[config.mk]
export PLATFORM = sky130hd
export DESIGN_NAME = adc_spi_responder
export DESIGN_NICKNAME = d
export VERILOG_FILES = /design/src/rtl/adc_spi_responder.sv
export SDC_FILE = /design/constraint.sdc
export NUM_CORES = 1
export LEC_CHECK = 0
export ABC_CLOCK_PERIOD_IN_PS = 2900
export BUFFER_PORTS_ARGS = -buffer_cell sky130_fd_sc_hd__buf_2
export CORE_UTILIZATION = 50
export CTS_CLUSTER_DIAMETER = 30
export DETAILED_ROUTE_END_ITERATION = 7
export PLACE_DENSITY = 0.66
export SYNTH_ARGS = -nofsm -noshare
export SYNTH_HDL_FRONTEND = slang
export SYNTH_SLANG_ARGS = --single-unit
export TNS_END_PERCENT = 30
[constraint.sdc]
create_clock -name clk -period 2.9 [get_ports clk]
set_clock_uncertainty 0.2 [all_clocks]
set_input_delay 0.58 -clock clk [delete_from_list [all_inputs] [get_ports clk]]
set_output_delay 0.58 -clock clk [all_outputs]
set_load 0.02 [all_outputs]
[src/rtl/adc_spi_responder.sv]
`default_nettype none
// ============================================================================
// Module   : adc_spi_responder
// Brief    : SPI slave emulating an 8-channel 12-bit SAR ADC. Synchronises
//            the master's CONVST/SCK/SDI into clk, runs the conversion and
//            shift sequence, and fetches samples from fabric through a
//            sample_req / sample_valid handshake.
//            Optional build macro ADC_RESP_TEST_PATTERN_EN replaces the
//            handshake with an internally generated {channel, frame count}
//            test pattern.
// Revision : 1.0 - initial release
// ============================================================================
module adc_spi_responder #(
    parameter int DATA_W      = 12,
    parameter int CFG_W       = 6,
    parameter int CONV_CYCLES = 80,
    parameter int SYNC_STAGES = 2
) (
    input  logic              clk,
    input  logic              reset,
    input  logic              CONVST,
    input  logic              spi_scl,
    input  logic              spi_sdi,
    output logic              spi_sdo,
    output logic              sample_req,
    output logic [2:0]        sample_ch,
    input  logic [DATA_W-1:0] sample_data,
    input  logic              sample_valid,
    output logic [CFG_W-1:0]  cfg_word,
    output logic              cfg_valid,
    output logic              busy,
    output logic              err_nodata
);

    localparam int c_CONV_W = $clog2(CONV_CYCLES + 1);
    localparam int c_FALL_W = $clog2(DATA_W + 1);
    localparam int c_RISE_W = $clog2(CFG_W + 1);

    localparam logic [c_CONV_W-1:0] c_CONV_LOAD = c_CONV_W'(CONV_CYCLES - 1);
    localparam logic [c_FALL_W-1:0] c_LAST_FALL = c_FALL_W'(DATA_W - 1);
    localparam logic [c_RISE_W-1:0] c_CFG_FULL  = c_RISE_W'(CFG_W);

    localparam logic [1:0] c_S_IDLE     = 2'd0;
    localparam logic [1:0] c_S_CONVERT  = 2'd1;
    localparam logic [1:0] c_S_WAIT_LOW = 2'd2;
    localparam logic [1:0] c_S_SHIFT    = 2'd3;

    // ------------------------------------------------------------------
    // Input synchronisers and edge-detect history
    // ------------------------------------------------------------------
    logic [SYNC_STAGES-1:0] r_convst_sync;
    logic [SYNC_STAGES-1:0] r_scl_sync;
    logic [SYNC_STAGES-1:0] r_sdi_sync;
    logic                   r_convst_hist;
    logic                   r_scl_hist;

    // Bring the asynchronous SPI pins into clk and keep one history flop for edges
    always_ff @(posedge clk) begin
        if (reset) begin
            r_convst_sync <= '0;
            r_scl_sync    <= '0;
            r_sdi_sync    <= '0;
            r_convst_hist <= 1'b0;
            r_scl_hist    <= 1'b0;
        end else begin
            r_convst_sync <= {r_convst_sync[SYNC_STAGES-2:0], CONVST};
            r_scl_sync    <= {r_scl_sync[SYNC_STAGES-2:0], spi_scl};
            r_sdi_sync    <= {r_sdi_sync[SYNC_STAGES-2:0], spi_sdi};
            r_convst_hist <= r_convst_sync[SYNC_STAGES-1];
            r_scl_hist    <= r_scl_sync[SYNC_STAGES-1];
        end
    end

    logic w_convst_s;
    logic w_sdi_s;
    logic w_convst_rise;
    logic w_scl_rise;
    logic w_scl_fall;

    assign w_convst_s    = r_convst_sync[SYNC_STAGES-1];
    assign w_sdi_s       = r_sdi_sync[SYNC_STAGES-1];
    assign w_convst_rise = w_convst_s & ~r_convst_hist;
    assign w_scl_rise    = r_scl_sync[SYNC_STAGES-1] & ~r_scl_hist;
    assign w_scl_fall    = ~r_scl_sync[SYNC_STAGES-1] & r_scl_hist;

    // ------------------------------------------------------------------
    // State and datapath registers
    // ------------------------------------------------------------------
    logic [1:0]          r_state;
    logic [1:0]          w_state_nxt;
    logic                w_busy;

    logic                r_sdo;
    logic                r_req;
    logic [2:0]          r_ch;
    logic [2:0]          r_ptr;
    logic [CFG_W-1:0]    r_cfg;
    logic                r_cfg_valid;
    logic                r_err;
    logic [c_CONV_W-1:0] r_conv_cnt;
    logic                r_captured;
    logic [DATA_W-1:0]   r_sh;
    logic [CFG_W-1:0]    r_cfg_sh;
    logic [c_RISE_W-1:0] r_rise_cnt;
    logic [c_FALL_W-1:0] r_fall_cnt;

    logic                w_cfg_done;
    logic                w_start;
    logic                w_abort_latch;
    logic                w_frame_end;
    logic                w_cfg_latch;
    logic [2:0]          w_next_ch;

    assign w_cfg_done    = (r_rise_cnt == c_CFG_FULL);
    // A CONVST rise is only honoured when no conversion is in flight; it also
    // beats any SCK edge decoded in the same cycle.
    assign w_start       = w_convst_rise &&
                           ((r_state == c_S_IDLE) || (r_state == c_S_SHIFT));
    assign w_abort_latch = w_convst_rise && (r_state == c_S_SHIFT) && w_cfg_done;
    assign w_frame_end   = (r_state == c_S_SHIFT) && !w_convst_rise &&
                           w_scl_fall && (r_fall_cnt == c_LAST_FALL);
    assign w_cfg_latch   = w_abort_latch || (w_frame_end && w_cfg_done);
    // A short frame that still delivered a full config selects the channel of
    // the conversion it starts, keeping the one-frame config pipeline intact.
    assign w_next_ch     = w_abort_latch ? r_cfg_sh[CFG_W-2 -: 3] : r_ptr;

`ifdef ADC_RESP_TEST_PATTERN_EN
    logic [DATA_W-4:0] r_frame_cnt;
    logic              w_unused_tp;
    assign w_unused_tp = ^{sample_data, sample_valid};
`endif

    // State register
    always_ff @(posedge clk) begin
        if (reset) begin
            r_state <= c_S_IDLE;
        end else begin
            r_state <= w_state_nxt;
        end
    end

    // Next-state decode
    always_comb begin
        w_state_nxt = r_state;
        case (r_state)
            c_S_IDLE: begin
                if (w_start) w_state_nxt = c_S_CONVERT;
            end
            c_S_CONVERT: begin
                if (r_conv_cnt == '0) w_state_nxt = c_S_WAIT_LOW;
            end
            c_S_WAIT_LOW: begin
                if (!w_convst_s) w_state_nxt = c_S_SHIFT;
            end
            c_S_SHIFT: begin
                if (w_start) begin
                    w_state_nxt = c_S_CONVERT;
                end else if (w_frame_end) begin
                    w_state_nxt = c_S_IDLE;
                end
            end
            default: w_state_nxt = c_S_IDLE;
        endcase
    end

    // State-decoded outputs
    always_comb begin
        w_busy = 1'b0;
        if (r_state == c_S_CONVERT) w_busy = 1'b1;
    end

    // Conversion, sample capture, bit shifting and config latching
    always_ff @(posedge clk) begin
        if (reset) begin
            r_sdo       <= 1'b0;
            r_req       <= 1'b0;
            r_ch        <= 3'd0;
            r_ptr       <= 3'd0;
            r_cfg       <= '0;
            r_cfg_valid <= 1'b0;
            r_err       <= 1'b0;
            r_conv_cnt  <= '0;
            r_captured  <= 1'b0;
            r_sh        <= '0;
            r_cfg_sh    <= '0;
            r_rise_cnt  <= '0;
            r_fall_cnt  <= '0;
`ifdef ADC_RESP_TEST_PATTERN_EN
            r_frame_cnt <= '0;
`else
`endif
        end else begin
            r_req       <= 1'b0;
            r_cfg_valid <= 1'b0;

            if (w_cfg_latch) begin
                r_cfg       <= r_cfg_sh;
                r_ptr       <= r_cfg_sh[CFG_W-2 -: 3];
                r_cfg_valid <= 1'b1;
            end

            if (w_start) begin
                r_sdo      <= 1'b0;
                r_ch       <= w_next_ch;
                r_conv_cnt <= c_CONV_LOAD;
                r_captured <= 1'b0;
`ifdef ADC_RESP_TEST_PATTERN_EN
                r_sh        <= {w_next_ch, r_frame_cnt};
                r_frame_cnt <= r_frame_cnt + 1'b1;
`else
                r_req      <= 1'b1;
`endif
            end else begin
                case (r_state)
                    c_S_CONVERT: begin
                        if (r_conv_cnt != '0) r_conv_cnt <= r_conv_cnt - 1'b1;
`ifdef ADC_RESP_TEST_PATTERN_EN
`else
                        // Only the first sample_valid of a conversion counts
                        if (sample_valid && !r_captured) begin
                            r_sh       <= sample_data;
                            r_captured <= 1'b1;
                        end else if ((r_conv_cnt == '0) && !r_captured) begin
                            r_sh  <= '0;
                            r_err <= 1'b1;
                        end
`endif
                    end
                    c_S_WAIT_LOW: begin
                        if (!w_convst_s) begin
                            r_sdo      <= r_sh[DATA_W-1];
                            r_rise_cnt <= '0;
                            r_fall_cnt <= '0;
                            r_cfg_sh   <= '0;
                        end
                    end
                    c_S_SHIFT: begin
                        if (w_scl_rise && !w_cfg_done) begin
                            r_cfg_sh   <= {r_cfg_sh[CFG_W-2:0], w_sdi_s};
                            r_rise_cnt <= r_rise_cnt + 1'b1;
                        end
                        if (w_scl_fall) begin
                            if (r_fall_cnt == c_LAST_FALL) begin
                                r_sdo <= 1'b0;
                            end else begin
                                r_sh  <= {r_sh[DATA_W-2:0], 1'b0};
                                r_sdo <= r_sh[DATA_W-2];
                            end
                            r_fall_cnt <= r_fall_cnt + 1'b1;
                        end
                    end
                    default: ;
                endcase
            end
        end
    end

    assign spi_sdo    = r_sdo;
    assign sample_req = r_req;
    assign sample_ch  = r_ch;
    assign cfg_word   = r_cfg;
    assign cfg_valid  = r_cfg_valid;
    assign busy       = w_busy;
    assign err_nodata = r_err;

endmodule
`default_nettype wire

==> summary.txt, run 1 <==
Floorplan
  – Floorplan die area: 0.00553 mm²
  – Die height: 74.4 µm
  – Number of top-level pins: 32
  – FP Rows: 25
  – Chip Width: 74.4 µm
  – Initial standard-cell utilization of the core: 0.537
  – Placeable Area: 0.00488 mm²

Place
  – Half-perimeter wire length of the detailed placement result: 3.91 mm
  – Final RePlAce weighted congestion: 0.767
  – Buffers added on ports: 31
  – Area post-placement: 0.00284 mm²
  – Placed cell count: 375
  – Worst setup slack before clock tree synthesis: 0.563 ns

Clock network
  – Clock sinks: 56
  – CTS tree: yes
  – Total of hold buffers inserted after clock tree synthesis: 0
  – Post-CTS sizing: 0
  – Number of clock buffers inserted by TritonCTS: 5
  – Clock latency reported for the late side of the worst-skew pair: 0.31 ns
  – Clock root cell: sky130_fd_sc_hd__clkbuf_8
  – Maximum number of buffers from clock root to sink: 2
  – Postcts setup bufs: 0
  – Clk slew on worst S/H paths: 0.10 ns
  – H-Tree Depth: 2

Worst setup path
  – Worst r2r dst: r_sh[11]
  – Max FO, Critical Path: 12
  – Data arrival at the endpoint of the critical path: 2.37 ns
  – Buffering stage count on the worst path with inverters included: 2
  – Origin of the critical flop-to-flop path: r_state[1]
  – Worst Reg-to-Reg Cells: 6
  – Critical path data required time: 2.92 ns
  – Crit path max-delay cell type: sky130_fd_sc_hd__a211o_1
  – Critical Path Most Common Cell: sky130_fd_sc_hd__inv_1
  – Crit path max-delay family: compound AO/OA/AOI/OAI gates
  – Path type of the worst setup path: reg -> reg
  – Cells along the critical path: inv_1 -> ha_1 -> inv_1 -> a211o_1 -> and3_1 -> a311oi_1
  – Kind of end point of the critical path: register
  – Startpoint types: register
  – R2r setup slk: 0.56 ns
  – Delay contributed by the slowest stage of the critical path: 0.43 ns

Min path
  – Hold Path Stages: 1
  – Hold WC Path Type: reg -> reg
  – End point of the most critical hold path: r_convst_sync[1]
  – Worst Hold Launch: r_convst_sync[0]

Run status
  – Outcome: completed

Global routing
  – Total global routing track utilization: 0.214
  – Vias in the first global route: 1976
  – Antenna violations before repair: 0
  – Residual overflow from global routing: 0
  – Pin count of the biggest net entering global routing: 39
  – Global-route wire length before repair: 9.11 mm

Logic synthesis
  – Cell with the most instances after synthesis: sky130_fd_sc_hd__dfxtp_1
  – Number of register bits inferred by synthesis: 56
  – Netlist area before placement: 0.00262 mm²
  – Post-synth EDFFs: 0
  – Syn Area/Cell: 9.07 µm²
  – Dominant combinational cell family by area after synthesis: compound AO/OA/AOI/OAI gates
  – Unique masters post-synth: 50
  – Count of synthesis-stage warnings from yosys: 0
  – Post-synthesis compound-gate area fraction: 0.262
  – Multiplexer area fraction after synthesis: 0.0153
  – Xor/xnor cell area share of the yosys netlist: 0.0201
  – Top flip-flop cell by instance count after synthesis: sky130_fd_sc_hd__dfxtp_1
  – Syn Nets: 316
  – Synthesized-area fraction occupied by adder cells: 0.0430
  – Leading area contributor after synthesis: sky130_fd_sc_hd__dfxtp_1
  – Synth cell count leaders: 56 x sky130_fd_sc_hd__dfxtp_1, 25 x sky130_fd_sc_hd__nand3_1, 23 x sky130_fd_sc_hd__a21oi_1
  – Count of mapped cells out of synthesis: 289
  – Area share of and/or/nand/nor cells after synthesis: 0.187
  – Sequential share of the synthesized area: 0.428
  – Leading cell types by total area after synthesis: sky130_fd_sc_hd__dfxtp_1 43%, sky130_fd_sc_hd__nand3_1 4.8%, sky130_fd_sc_hd__a21oi_1 4.4%
  – Fraction of synthesized cell area taken by the top area cell type: 0.428
  – Fraction of synthesis flops using an asynchronous set or reset pin: 0

Route
  – Detailed Route Iter0 Violations: 75
  – Routed vias/inst: 5.75
  – DRT Pass-1 Iters: 4
  – Detail Route Antenna Nets: 0
  – Average wire per standard cell: 14.6 µm
  – Via count: 2203
  – Wire length reported by the detailed router: 5.60 mm
  – DRC violation count after routing: 0

Timing
  – Post-route clock period utilization: 0.807
  – Fin. Hold Viols: 0
  – Rel. slew slack: 0.554
  – Worst-case setup margin in the final layout: 0.558 ns
  – Final setup violating endpoints: 0
  – RSZ-0062 raised after global routing: false
  – Setup total negative slack: 0 ns
  – Slew Viols, Final: 0
  – Worst-Margin Slew: 0.669 ns
  – Highest attainable clock frequency: 427 MHz
  – Minimum clock period: 2.34 ns

Power and ir drop
  – Static power due to leakage: 0.00107 µW
  – Net switching power of the design: 861 µW
  – Pwr Density: 808 mW/mm²
  – Internal power: 1520 µW
  – Register share of total power: 0.417
  – Portion of total power attributed to combinational logic: 0.371
  – Share of total power consumed by net switching: 0.361
  – IR drop worst, VDD: 0.380 mV
  – Portion of total power attributed to the clock network: 0.212

Finish
  – Synth-to-Final Area Change: 12.5%
  – Inserted Diodes: 0
  – Layout Nets: 342
  – Final design instance area without fill: 0.00295 mm²
  – Layout cells sized above 1: 0.177
  – Post-layout instance count excluding filler cells: 383

Job
  – Number of max-cap violations: 0
## flip-flops by register name, indices dropped and copies added, names as in the netlist, 2 cells and up
signal / count
r_conv_cnt: 7
r_scl_sync: 2
r_sdi_sync: 2
r_sh: 12
cfg_word: 4
sample_ch: 3
r_cfg_sh: 6
r_convst_sync: 2
r_rise_cnt: 3
r_ptr: 2
r_fall_cnt: 4
r_state: 2
## per-stage QoR
step,total power [µW],utilization,hold WS [ns]
final,2380,0.604,0.243
after global routing,2540,0.604,0.268
after CTS,2390,0.604,0.244
after detailed placement,1890,0.581,0.222
after global placement,1880,0.581,0.216
after floorplan,1680,-,0.214
## cell families (layout without fill, tap and decap cells)
logic type,Yosys count,after routing
and+or+nand+nor,91,91
DFF,56,56
buffers and inverters,29,56
xor gates and xnor gates,6,6
AOI/OAI and AO/OA,94,94
adders and majority gates,9,9
muxes,4,4
## power by group through the flow
stage	combinational (µW)	clock, µW	sequential [µW]
2_1_floorplan	687	0	992
3_3_place_gp	871	0	1010
3_5_place_dp	878	0	1010
4_1_cts	882	519	993
5_1_grt	981	545	1010
6_report	883	505	995
## layout by cell type, fill, tap and decap left out, types with 3 or more instances in the layout
cell / count
sky130_fd_sc_hd__nand3_1: 25
sky130_fd_sc_hd__a21oi_1: 23
sky130_fd_sc_hd__o21ai_0: 11
sky130_fd_sc_hd__a311oi_1: 4
sky130_fd_sc_hd__a31oi_1: 13
sky130_fd_sc_hd__dfxtp_1: 56
sky130_fd_sc_hd__xor2_1: 5
sky130_fd_sc_hd__nand4_1: 3
sky130_fd_sc_hd__nand2b_1: 6
sky130_fd_sc_hd__nor2_1: 15
sky130_fd_sc_hd__nand3b_1: 3
sky130_fd_sc_hd__mux2i_1: 4
sky130_fd_sc_hd__o2111ai_1: 5
sky130_fd_sc_hd__a32oi_1: 10
sky130_fd_sc_hd__nor2b_1: 11
sky130_fd_sc_hd__inv_1: 9
sky130_fd_sc_hd__buf_4: 8
sky130_fd_sc_hd__clkbuf_8: 5
sky130_fd_sc_hd__ha_1: 9
sky130_fd_sc_hd__a211oi_1: 11
sky130_fd_sc_hd__buf_2: 31
sky130_fd_sc_hd__nand2_1: 12
## layout make-up
class                   instances  area (µm²)
flip-flops and latches         56        1120
well taps                      67        83.8
repair buffers                 39         215
clock buffers                   5        68.8
inverters                       9        33.8
fillers                       463        1930
multi-input cells             204        1380
clock inverters                 3        42.5
## worst reg2reg max path, delay by kind of cell (launching register included)
kind	cells	cell delay [ns]
AOI/OAI and AO/OA	2	0.70
adders and majority gates	1	0.40
buffers and inverters	2	0.25
and+or+nand+nor	1	0.36
DFF	1	0.36
## per-layer routing
layer	vias up	wire [µm]	GRT usage
met2	26	2710	0.362
met1	1037	2700	0.280
li1	1133	-	-
met3	7	123	0.0407
met4	0	57	0.0566
met5	-	0	0
## how the worst max path moves through the flow
stage          startpoint    endpoint  slack, ns  cells after the start
5_1_grt        r_state[1]     r_sh[3]       0.37                      6
3_5_place_dp   r_state[1]    r_sh[11]       0.56                      6
6_report       r_state[1]    r_sh[11]       0.56                      6
2_1_floorplan  r_state[0]  r_state[0]       0.78                      7
3_3_place_gp   r_state[1]    r_sh[11]       0.63                      6
4_1_cts        r_state[1]    r_sh[11]       0.57                      6
No activity file was read; power rests on OpenSTA's default activity.
==> run 2, diff against run 1 <==
Settings changed: ABC_CLOCK_PERIOD_IN_PS 2900 to 1900, PLACE_DENSITY 0.66 to 0.69.
Clock period 2.9 ns to 1.9 ns, I/O delays scaled along.
==> run 2 against run 1 <==
Power rose by 57%. Clock power up 21%. Die area did not move. Sequential power increased by 53%. Combinational power up 81%. Sequential share of layout area fell by 2.9 points. Register-to-register slack lost 0.54 ns. Global-route usage up 1.4 points. Cell count rose by 5.5%. First-iteration DRC count grew 64%. Hold slack worse by 0.16 ns. Flip-flop and latch count stayed put.
==> summary.txt, run 2 (synthesis results as in run 1) <==
Finish
  – Largest registers: r_sh: 12 flops, r_conv_cnt: 7 flops, r_cfg_sh: 6 flops (unchanged)
  – Post-layout instance count excluding filler cells: 404 (was 383)
  – Most used cells in the layout excluding fill and tap cells: 54 x sky130_fd_sc_hd__dfxtp_1, 30 x sky130_fd_sc_hd__buf_2, 28 x sky130_fd_sc_hd__buf_4 (was 56 x sky130_fd_sc_hd__dfxtp_1, 31 x sky130_fd_sc_hd__buf_2, 25 x sky130_fd_sc_hd__nand3_1)
  – Layout cells sized above 1: 0.291 (was 0.177)
  – Register name with the most flops: r_sh (unchanged)
  – Most frequent standard cell in the layout excluding fill and tap cells: sky130_fd_sc_hd__dfxtp_1 (unchanged)
  – Flip-flop count of the largest register after layout: 12 (unchanged)
  – Layout Nets: 364 (was 342)
  – Inserted Diodes: 0 (unchanged)
  – Synth-to-Final Area Change: 22.4% (was 12.5%)
  – Final design instance area without fill: 0.00321 mm² (was 0.00295 mm²)

Route
  – DRT Pass-1 Iters: 5 (was 4)
  – Via count: 2277 (was 2203)
  – DRC violation count after routing: 0 (unchanged)
  – Wire length reported by the detailed router: 5.92 mm (was 5.60 mm)
  – Routed vias/inst: 5.64 (was 5.75)
  – Average wire per standard cell: 14.7 µm (was 14.6 µm)
  – Detail Route Antenna Nets: 0 (unchanged)
  – Detailed Route Iter0 Violations: 123 (was 75)

Worst setup path
  – Kind of end point of the critical path: register (unchanged)
  – Data arrival at the endpoint of the critical path: 1.90 ns (was 2.37 ns)
  – Crit path max-delay cell type: sky130_fd_sc_hd__or3b_4 (was sky130_fd_sc_hd__a211o_1)
  – Delay contributed by the slowest stage of the critical path: 0.40 ns (was 0.43 ns)
  – Startpoint types: register (unchanged)
  – Origin of the critical flop-to-flop path: r_state[0] (was r_state[1])
  – Critical path data required time: 1.91 ns (was 2.92 ns)
  – R2r setup slk: 0.02 ns (was 0.56 ns)
  – Worst r2r dst: r_state[0] (was r_sh[11])
  – Crit path max-delay family: compound AO/OA/AOI/OAI gates (unchanged)
  – Buffering stage count on the worst path with inverters included: 1 (was 2)
  – Path type of the worst setup path: reg -> reg (unchanged)
  – Worst Reg-to-Reg Cells: 6 (unchanged)
  – Max FO, Critical Path: 4 (was 12)
  – Cells along the critical path: inv_2 -> ha_4 -> or3b_4 -> o311ai_4 -> o2111ai_2 -> a221oi_2 (was inv_1 -> ha_1 -> inv_1 -> a211o_1 -> and3_1 -> a311oi_1)

Min path
  – Worst Hold Launch: CONVST (was r_convst_sync[0])
  – Hold Path Stages: 2 (was 1)
  – Hold WC Path Type: in -> reg (was reg -> reg)
  – End point of the most critical hold path: r_convst_sync[0] (was r_convst_sync[1])

Timing
  – Highest attainable clock frequency: 531 MHz (was 427 MHz)
  – Final hold slack: 0.0823 ns (was 0.243 ns)
  – Worst-Margin Slew: 0.384 ns (was 0.669 ns)
  – Slew Viols, Final: 0 (unchanged)
  – Final setup violating endpoints: 0 (unchanged)
  – Minimum clock period: 1.88 ns (was 2.34 ns)
  – Worst-case setup margin in the final layout: 0.0179 ns (was 0.558 ns)
  – Post-route clock period utilization: 0.991 (was 0.807)
  – Fin. Hold Viols: 0 (unchanged)
  – RSZ-0062 raised after global routing: true (was false)
  – Rel. slew slack: 0.743 (was 0.554)

Floorplan
  – Die height: 74.4 µm (unchanged)
  – Chip Width: 74.4 µm (unchanged)
  – Floorplan die area: 0.00553 mm² (unchanged)
  – Number of top-level pins: 32 (unchanged)
  – FP Rows: 25 (unchanged)
  – Placeable Area: 0.00488 mm² (unchanged)
  – Initial standard-cell utilization of the core: 0.537 (unchanged)

Global routing
  – Global-route wire length before repair: 9.83 mm (was 9.11 mm)
  – Vias in the first global route: 2173 (was 1976)
  – Residual overflow from global routing: 0 (unchanged)
  – Pin count of the biggest net entering global routing: 25 (was 39)
  – Antenna violations before repair: 0 (unchanged)
  – Total global routing track utilization: 0.229 (was 0.214)

Clock network
  – Clock sinks: 56 (unchanged)
  – Clock latency reported for the late side of the worst-skew pair: 0.30 ns (was 0.31 ns)
  – Maximum number of buffers from clock root to sink: 2 (unchanged)
  – Number of clock buffers inserted by TritonCTS: 5 (unchanged)
  – H-Tree Depth: 2 (unchanged)
  – CTS tree: yes (unchanged)
  – Clk slew on worst S/H paths: 0.09 ns (was 0.10 ns)
  – Clock root cell: sky130_fd_sc_hd__clkbuf_8 (unchanged)

Place
  – Final RePlAce weighted congestion: 0.822 (was 0.767)
  – Buffers added on ports: 31 (unchanged)
  – Half-perimeter wire length of the detailed placement result: 4.23 mm (was 3.91 mm)
  – Placed cell count: 397 (was 375)
  – Worst setup slack before clock tree synthesis: -0.0404 ns (was 0.563 ns)
  – Area post-placement: 0.00306 mm² (was 0.00284 mm²)

Job
  – Number of max-cap violations: 0 (unchanged)

Power and ir drop
  – Pwr Density: 1160 mW/mm² (was 808 mW/mm²)
  – IR drop worst, VDD: 0.603 mV (was 0.380 mV)
  – Static power due to leakage: 0.00117 µW (was 0.00107 µW)
  – Tot Pwr: 3730 µW (was 2380 µW)

Run status
  – Outcome: completed (unchanged)
run 2: cell types whose count changed in the layout (fill, tap and decap cells not counted), sizes merged:
cell,delta
buf,+22
bufinv,-1
clkinvlp,-1
clkbuf,+1
run 2: how the worst max path moves through the flow:
stage / startpoint / end / cells after the start
after floorplan: r_state[1] / r_state[0] / 7
after global placement: r_state[1] / r_sh[11] / 5
after detailed placement: r_state[1] / r_sh[0] / 5
after CTS: r_state[1] / r_state[0] / 6
after global routing: r_state[0] / r_cfg_sh[4] / 7
final: r_state[0] / r_state[0] / 6
run 2: layer usage:
metal / vias to the layer above / wire length [µm] / global-route usage
li1: 1177 / - / -
met1: 1050 / 2920 / 0.304
met2: 45 / 2750 / 0.381
met3: 5 / 198 / 0.0407
met4: 0 / 53 / 0.0650
met5: - / 0 / 0
run 2: what timing repair did:
| item | CTS | global route |
|---|---|---|
| resized for setup | 4 | 16 |
| hold buffers | 0 | 0 |
| pin swaps | 1 | 16 |
| setup buffers | 0 | 0 |
| setup endpoints to repair | 22 | 23 |
run 2: cell type report:
| class | count | area (µm²) |
|---|---|---|
| clock buffers | 6 | 72.6 |
| clock inverters | 1 | 5.00 |
| fillers | 433 | 1670 |
| inverters | 9 | 36.3 |
| multi-input cells | 204 | 1490 |
| flip-flops and latches | 56 | 1130 |
| well taps | 67 | 83.8 |
| repair buffers | 61 | 394 |
run 2: power breakdown:
| group | leakage (µW) | internal (µW) | switching [µW] | total [µW] |
|---|---|---|---|---|
| registers | 0.000457 | 1370 | 144 | 1520 |
| logic | 0.000672 | 742 | 862 | 1600 |
| clock network | 0.0000410 | 252 | 360 | 612 |
run 2: metrics by stage:
stage,setup TNS (ns),utilization
global route,-0.215,0.657
global placement,-0.0333,0.626
finish,0,0.657
CTS,-0.000288,0.644
floorplan,-0.0218,-
detailed placement,-0.199,0.626
